==> src/rtl/hazard_unit_mc.sv <==
// Multi-channel stall/flush arbiter for the pipelined RISC-V core.
// Optional watchdog: define HAZARD_UNIT_MC_WATCHDOG_EN.
package riscv_pkg;
   typedef enum logic [1:0] {
      ENABLE = 2'd0,
      STALL  = 2'd1,
      FLUSH  = 2'd2
   } HAZARD_ctrl;
endpackage

module hazard_unit_mc
   import riscv_pkg::*;
#(
   parameter int NMEM       = 2,
   parameter int NSTAGE     = 5,
   parameter int BR_PENALTY = 1,
   parameter int RA_W       = 5,
   parameter int TIMEOUT    = 255
) (
   input  logic                     CLK,
   input  logic                     RSTn,
   input  logic                     EN,
   input  logic                     BRANCH_taken_in,
   input  logic [NMEM-1:0]          MEM_busy_in,
   input  logic                     LOAD_in,
   input  logic [RA_W-1:0]          EX_MEM_RD_in,
   input  logic [RA_W-1:0]          DEC_EX_RS1_in,
   input  logic [RA_W-1:0]          DEC_EX_RS2_in,
   input  logic [1:0]               RS_used_in,
   output logic [NMEM-1:0]          MEM_req_out,
   output HAZARD_ctrl [NSTAGE-1:0]  STAGE_ctrl_out,
   output logic                     TIMEOUT_err_out
);

   typedef HAZARD_ctrl [NSTAGE-1:0] ctrl_t;

   typedef enum logic [1:0] {
      RUN      = 2'd0,
      MEM_WAIT = 2'd1,
      BR_FLUSH = 2'd2
   } state_t;

   localparam int S_PC  = 0;
   localparam int S_IFD = 1;
   localparam int S_DEX = 2;

   state_t     r_state;
   logic [2:0] r_fcnt;
   logic       w_busy;
   logic       w_lu;
   logic       w_rs1_hit;
   logic       w_rs2_hit;
   ctrl_t      w_ctrl;
   logic [NMEM-1:0] w_req;

   function automatic ctrl_t fill(HAZARD_ctrl v);
      ctrl_t c;
      for (int i = 0; i < NSTAGE; i++)
         c[i] = v;
      return c;
   endfunction

   assign w_busy    = |MEM_busy_in;
   assign w_rs1_hit = RS_used_in[0] && (EX_MEM_RD_in == DEC_EX_RS1_in);
   assign w_rs2_hit = RS_used_in[1] && (EX_MEM_RD_in == DEC_EX_RS2_in);
   assign w_lu      = LOAD_in && (EX_MEM_RD_in != '0)
                      && (w_rs1_hit || w_rs2_hit);

   always_comb begin
      w_ctrl = fill(ENABLE);
      w_req  = '1;
      if (!RSTn) begin
         w_ctrl = fill(FLUSH);
         w_req  = '0;
      end else if (!EN) begin
         w_ctrl = fill(STALL);
         w_req  = '0;
      end else begin
         unique case (r_state)
            RUN: begin
               if (w_busy) begin
                  w_ctrl = fill(STALL);
               end else if (w_lu) begin
                  w_ctrl[S_PC]  = STALL;
                  w_ctrl[S_IFD] = STALL;
                  w_ctrl[S_DEX] = FLUSH;
               end else if (BRANCH_taken_in) begin
                  w_ctrl[S_PC]  = STALL;
                  w_ctrl[S_IFD] = FLUSH;
               end
            end
            MEM_WAIT: begin
               if (w_busy) begin
                  w_ctrl = fill(STALL);
                  w_req  = '0;
               end
            end
            BR_FLUSH: begin
               if (w_busy)
                  w_ctrl = fill(STALL);
               else
                  w_ctrl[S_IFD] = FLUSH;
            end
            default: begin
               w_ctrl = fill(STALL);
               w_req  = '0;
            end
         endcase
      end
   end

   assign STAGE_ctrl_out = w_ctrl;
   assign MEM_req_out    = w_req;

   // Branch loses to load-use: its producer is held and re-presents it.
   always_ff @(posedge CLK) begin
      if (!RSTn) begin
         r_state <= RUN;
         r_fcnt  <= 3'd0;
      end else if (EN) begin
         unique case (r_state)
            RUN: begin
               if (w_busy) begin
                  r_state <= MEM_WAIT;
               end else if (!w_lu && BRANCH_taken_in
                            && BR_PENALTY > 1) begin
                  r_fcnt  <= 3'(BR_PENALTY - 1);
                  r_state <= BR_FLUSH;
               end
            end
            MEM_WAIT: begin
               if (!w_busy)
                  r_state <= (r_fcnt != 3'd0) ? BR_FLUSH : RUN;
            end
            BR_FLUSH: begin
               if (w_busy) begin
                  r_state <= MEM_WAIT;
               end else begin
                  r_fcnt <= (r_fcnt == 3'd0) ? 3'd0 : r_fcnt - 3'd1;
                  if (r_fcnt <= 3'd1)
                     r_state <= RUN;
               end
            end
            default: r_state <= RUN;
         endcase
      end
   end

`ifdef HAZARD_UNIT_MC_WATCHDOG_EN
   logic [15:0] r_wcnt;
   logic [15:0] w_wcnt_nxt;
   logic        r_err;
   logic        w_wait;

   assign w_wait     = (r_state == MEM_WAIT) && w_busy;
   assign w_wcnt_nxt = !w_wait ? 16'd0 :
                       (r_wcnt >= 16'(TIMEOUT)) ? r_wcnt :
                       r_wcnt + 16'd1;

   always_ff @(posedge CLK) begin
      if (!RSTn) begin
         r_wcnt <= 16'd0;
         r_err  <= 1'b0;
      end else if (EN) begin
         r_wcnt <= w_wcnt_nxt;
         if (w_wcnt_nxt == 16'(TIMEOUT))
            r_err <= 1'b1;
      end
   end

   assign TIMEOUT_err_out = r_err;
`else
   assign TIMEOUT_err_out = 1'b0;
`endif

endmodule

==> config.mk <==
export PLATFORM = sky130hd
export DESIGN_NAME = hazard_unit_mc
export DESIGN_NICKNAME = d
export VERILOG_FILES = /design/src/rtl/hazard_unit_mc.sv
export SDC_FILE = /design/constraint.sdc
export NUM_CORES = 1
export LEC_CHECK = 0
export ABC_AREA = 1
export CORE_MARGIN = 8
export CORE_UTILIZATION = 35
export DETAILED_ROUTE_END_ITERATION = 12
export PLACE_DENSITY_LB_ADDON = 0.1
export REMOVE_ABC_BUFFERS = 1
export SYNTH_ARGS = -nofsm -noshare
export SYNTH_HDL_FRONTEND = slang
export SYNTH_SLANG_ARGS = --single-unit
==> constraint.sdc <==
create_clock -name CLK -period 2.8 [get_ports CLK]
set_input_delay 0.56 -clock CLK [delete_from_list [all_inputs] [get_ports CLK]]
set_output_delay 0.56 -clock CLK [all_outputs]
set_load 0.005 [all_outputs]
[Yosys cells after proc, flatten, opt, wreduce, memory -nomap -nowiden]
Index checks and enable logic that the tools add are counted.
W data, S select, Z words.
Storage, ports and cells
  register bits: 5
  bits of input ports: 24
  output and inout bits: 13
Cells by class
  equality and inequality tests: 7
  magnitude comparators: 1
  muxes and demuxes: 23
  reductions and logical operators: 13
  add/sub/neg operators: 1
  bitwise logic cells: 1
Operator list (number)
  $pmux W10 S3: 1
  $mux W10: 2
  $mux W2: 10
  $eq A5 B5 Y1: 2
  $mux W9: 1
  $mux W4: 2
  $mux W3: 2
  $mux W6: 1
  $pmux W2 S3: 1
  $mux W5: 1
  $reduce_bool A5 Y1: 1
  $logic_and A1 B1 Y1: 4
  $ne A2 B2 Y1 const B: 2
  $pmux W2 S2: 1
  $reduce_and A4 Y1: 1
  $reduce_or A2 Y1: 2
  $le A3 B1 Y1 const B: 1
  $logic_not A3 Y1: 1
  $ne A3 B3 Y1 const B: 1
  $reduce_and A3 Y1: 1
  $reduce_bool A3 Y1: 1
  $sub A3 B1 Y3 const B: 1
  $eq A2 B1 Y1 const B: 1
  $eq A2 B2 Y1 const B: 1
  4 further kinds: 4

[Depth between registers and ports, before layout]
  depth after elaboration: 9
  gate-level depth with buffers: 10
  mapped depth without buffers: 10

[Least setup slack after synthesis]
OpenSTA, ideal clock, no wires.
  kind: input-to-output
  start: input port MEM_busy_in[1]
  end: output port MEM_req_out[1]
  slack: 0.972 ns
  stages: 4
  data arrival time: 1.268 ns
  path through: nor2_8 inv_1 a2111oi_2 buf_4
On the way
  longest elaborated chain between the ends: 5
Ends and longest elaborated chain
  from (decl): RTL line 24  | input logic [NMEM-1:0] MEM_busy_in,
  $reduce_or A2 Y1: RTL line 63  | assign w_busy = |MEM_busy_in;
  $mux W2: RTL line 93  | if (w_busy) begin
  $pmux W2 S2: RTL line 79  | unique case (r_state)
  $mux W2: RTL line 75  | end else if (!EN) begin
  $mux W2: RTL line 72  | if (!RSTn) begin
  to (decl): RTL line 30  | output logic [NMEM-1:0] MEM_req_out,
No other way between the ends.

==> impl_metrics.json <==
{
  "initial_utilization_pct": 37.66,
  "dp_hpwl_um": 1566,
  "yosys.area_share.simple_pct": 45.57,
  "path_max_fanout": 5,
  "dpl-instance-area_um2": 1031,
  "power_density_nw_per_um2": 262.9,
  "drt_iter0_drc": 24,
  "clockRootBuffer": "clkbuf_4",
  "hold_end": "r_fcnt[0]",
  "antenna_found_initial": 0,
  "cp_data_required_time_ns": 2.24,
  "fin_ws_ns": 0.2135,
  "globalplace.congestion": 0.7566,
  "max-cap-violations": 0,
  "arrival_ns": 2.03,
  "max_freq_mhz": 386.6,
  "ys_ff_latch": 5,
  "track_usage_pct": 11.48,
  "synth_compound_area_share_pct": 14.12,
  "final_nets": 186,
  "ctsHoldBuffers": 0,
  "area_growth_pct": 62.52,
  "multiInputGateArea_um2": 440.4,
  "r2r-end": "r_fcnt[1]",
  "fp.dieArea_um2": 3549,
  "clock_path_buffers": 2,
  "hold_viol": 0,
  "final_common_cell": "nand2_1",
  "io_buffers": 35,
  "grt_pass1_vias": 779,
  "dp.cells": 180,
  "hold_slack_ns": 0.4973,
  "netlist_area_um2": 664.4,
  "reg2reg_slack_ns": 1.62,
  "die_y_um": 59.57,
  "synth_top_family_by_area": "simple AND/OR/NAND/NOR gates",
  "ys.warnings.count": 0,
  "rsz0062_at_grt": "false",
  "start_kind": "input port",
  "detail-route-antenna-nets": 0,
  "ys_types": 21,
  "layout_common_cells": "nand2_1, clkdlybuf4s50_1, inv_1, nor2_1",
  "tns_ns": 0,
  "syn_inst": 122,
  "cp-end-kind": "primary output",
  "fin_area_um2": 1080,
  "synthMuxAreaShare_pct": 0,
  "drcViolationCount": 0,
  "htree_levels": 1,
  "fill_cells": 190,
  "critPathKind": "in -> out",
  "setup_viol": 0,
  "holdPathStages": 2,
  "status": "completed",
  "grt_pass1_wl_um": 3194,
  "cts_tree": "yes",
  "diodes": 0,
  "post-route-util_pct": 61.21,
  "clk_latency_ns": 0.25,
  "yosysSeqAreaShare_pct": 15.07,
  "synth_adder_area_share_pct": 3.766,
  "wl_per_cell_um": 9.973,
  "wl_um": 1835,
  "finClkSkew_ns": 0.01044,
  "core_area_um2": 1764,
  "dp_slack_ns": -0.03880,
  "min_path_type": "reg -> reg",
  "finalPower_mw": 0.2839,
  "p_leak_nw": 0.6122,
  "rows": 15,
  "syn_avg_cell_area_um2": 5.446,
  "timing_max_transition_violations_final": 0,
  "worstHoldStart": "r_fcnt[0]",
  "fin_crit_ns": 2.587,
  "regArea_um2": 100.1,
  "ios": 37,
  "ir_worst_vdd_mv": 0.2963,
  "cts_buffers": 3,
  "vias_per_cell": 4.408,
  "rr_startpoint": "r_state[1]",
  "stdcell_count": 184,
  "grt_max_degree": 9,
  "synth_xor_area_share_pct": 0,
  "clk_pin_slew_ns": 0.05,
  "drive_gt1_share_pct": 13.21,
  "worstRegToRegCells": 7,
  "vias": 811,
  "grt-ovfl-total": 0,
  "die-width_um": 59.57,
  "first_pass_iters": 5,
  "post-route-period-util_pct": 92.38,
  "clock-sinks": 5
}
==> Yosys cell counts, drive strengths merged <==
master,number,area (um2)
nand2,41,156.4
inv,25,93.84
nor2,18,88.83
o21ai,9,48.79
buf,6,45.04
nand3,6,35.03
dfxtp,5,100.1
a21oi,4,20.02
ha,2,25.02
nand3b,2,15.01
a2111oi,1,15.01
conb,1,3.750
nor3b,1,7.510
o211a,1,10.01
==> final cells by class <==
class | count | share of cell area, %
clock buffer | 3 | 2.086
inverter | 25 | 8.691
timing repair buffer | 39 | 35.81
sequential | 5 | 9.270
tap | 25 | 2.897
clock inverter | 1 | 0.4635
multi-input combinational | 86 | 40.79
==> worst max path at each step <==
stage | from | end | slack (ns) | cells after the start
6_report | MEM_busy_in[1] | STAGE_ctrl_out[4] | 0.21 | 6
5_1_grt | MEM_busy_in[1] | STAGE_ctrl_out[6] | 0.12 | 6
4_1_cts | EX_MEM_RD_in[2] | STAGE_ctrl_out[0] | 0.002 | 12
3_5_place_dp | EX_MEM_RD_in[1] | STAGE_ctrl_out[0] | -0.04 | 12
3_3_place_gp | EX_MEM_RD_in[1] | STAGE_ctrl_out[0] | -0.03 | 12
2_1_floorplan | DEC_EX_RS1_in[0] | STAGE_ctrl_out[0] | 1.10 | 10
==> power by group <==
group | switching, mW | internal [mW] | total (mW)
registers | 0.00471 | 0.0740 | 0.0787
clock network | 0.0359 | 0.0521 | 0.0880
logic | 0.0508 | 0.0665 | 0.117
total | 0.0914 | 0.192 | 0.284
==> critical path, stage by stage <==
cell and delay [ns]:
clkdlybuf4s50_1 0.49, nor2_8 0.18, nand2_1 0.11, o21ai_0 0.16, inv_1 0.08, clkdlybuf4s50_1 0.45
==> registers in the layout, summed over array words and instances (netlist names) <==
| name | count |
|---|---|
| r_fcnt | 3 |
| r_state | 2 |
==> logic make-up after synthesis <==
group	count (synthesis)
flops	5
buf+inv	31
simple gates	68
compound gates	15
fa+ha+maj	2
other cells	1
==> timing repair <==
| action | 4_1_cts | 5_1_grt |
|---|---|---|
| setup buffers | 0 | 0 |
| hold endpoints to repair | 0 | 0 |
| pin swaps | 0 | 1 |
| resized for setup | 5 | 7 |
| gates cloned | 0 | 0 |
| setup endpoints to repair | 3 | 5 |
==> layer usage <==
metal	GRT usage [%]	part of all wire, %
met3	6.508	11
met1	13.26	46
met4	2.041	0
met5	0	0
met2	18.03	43
Note: power is estimated with default switching activity, not from simulation.
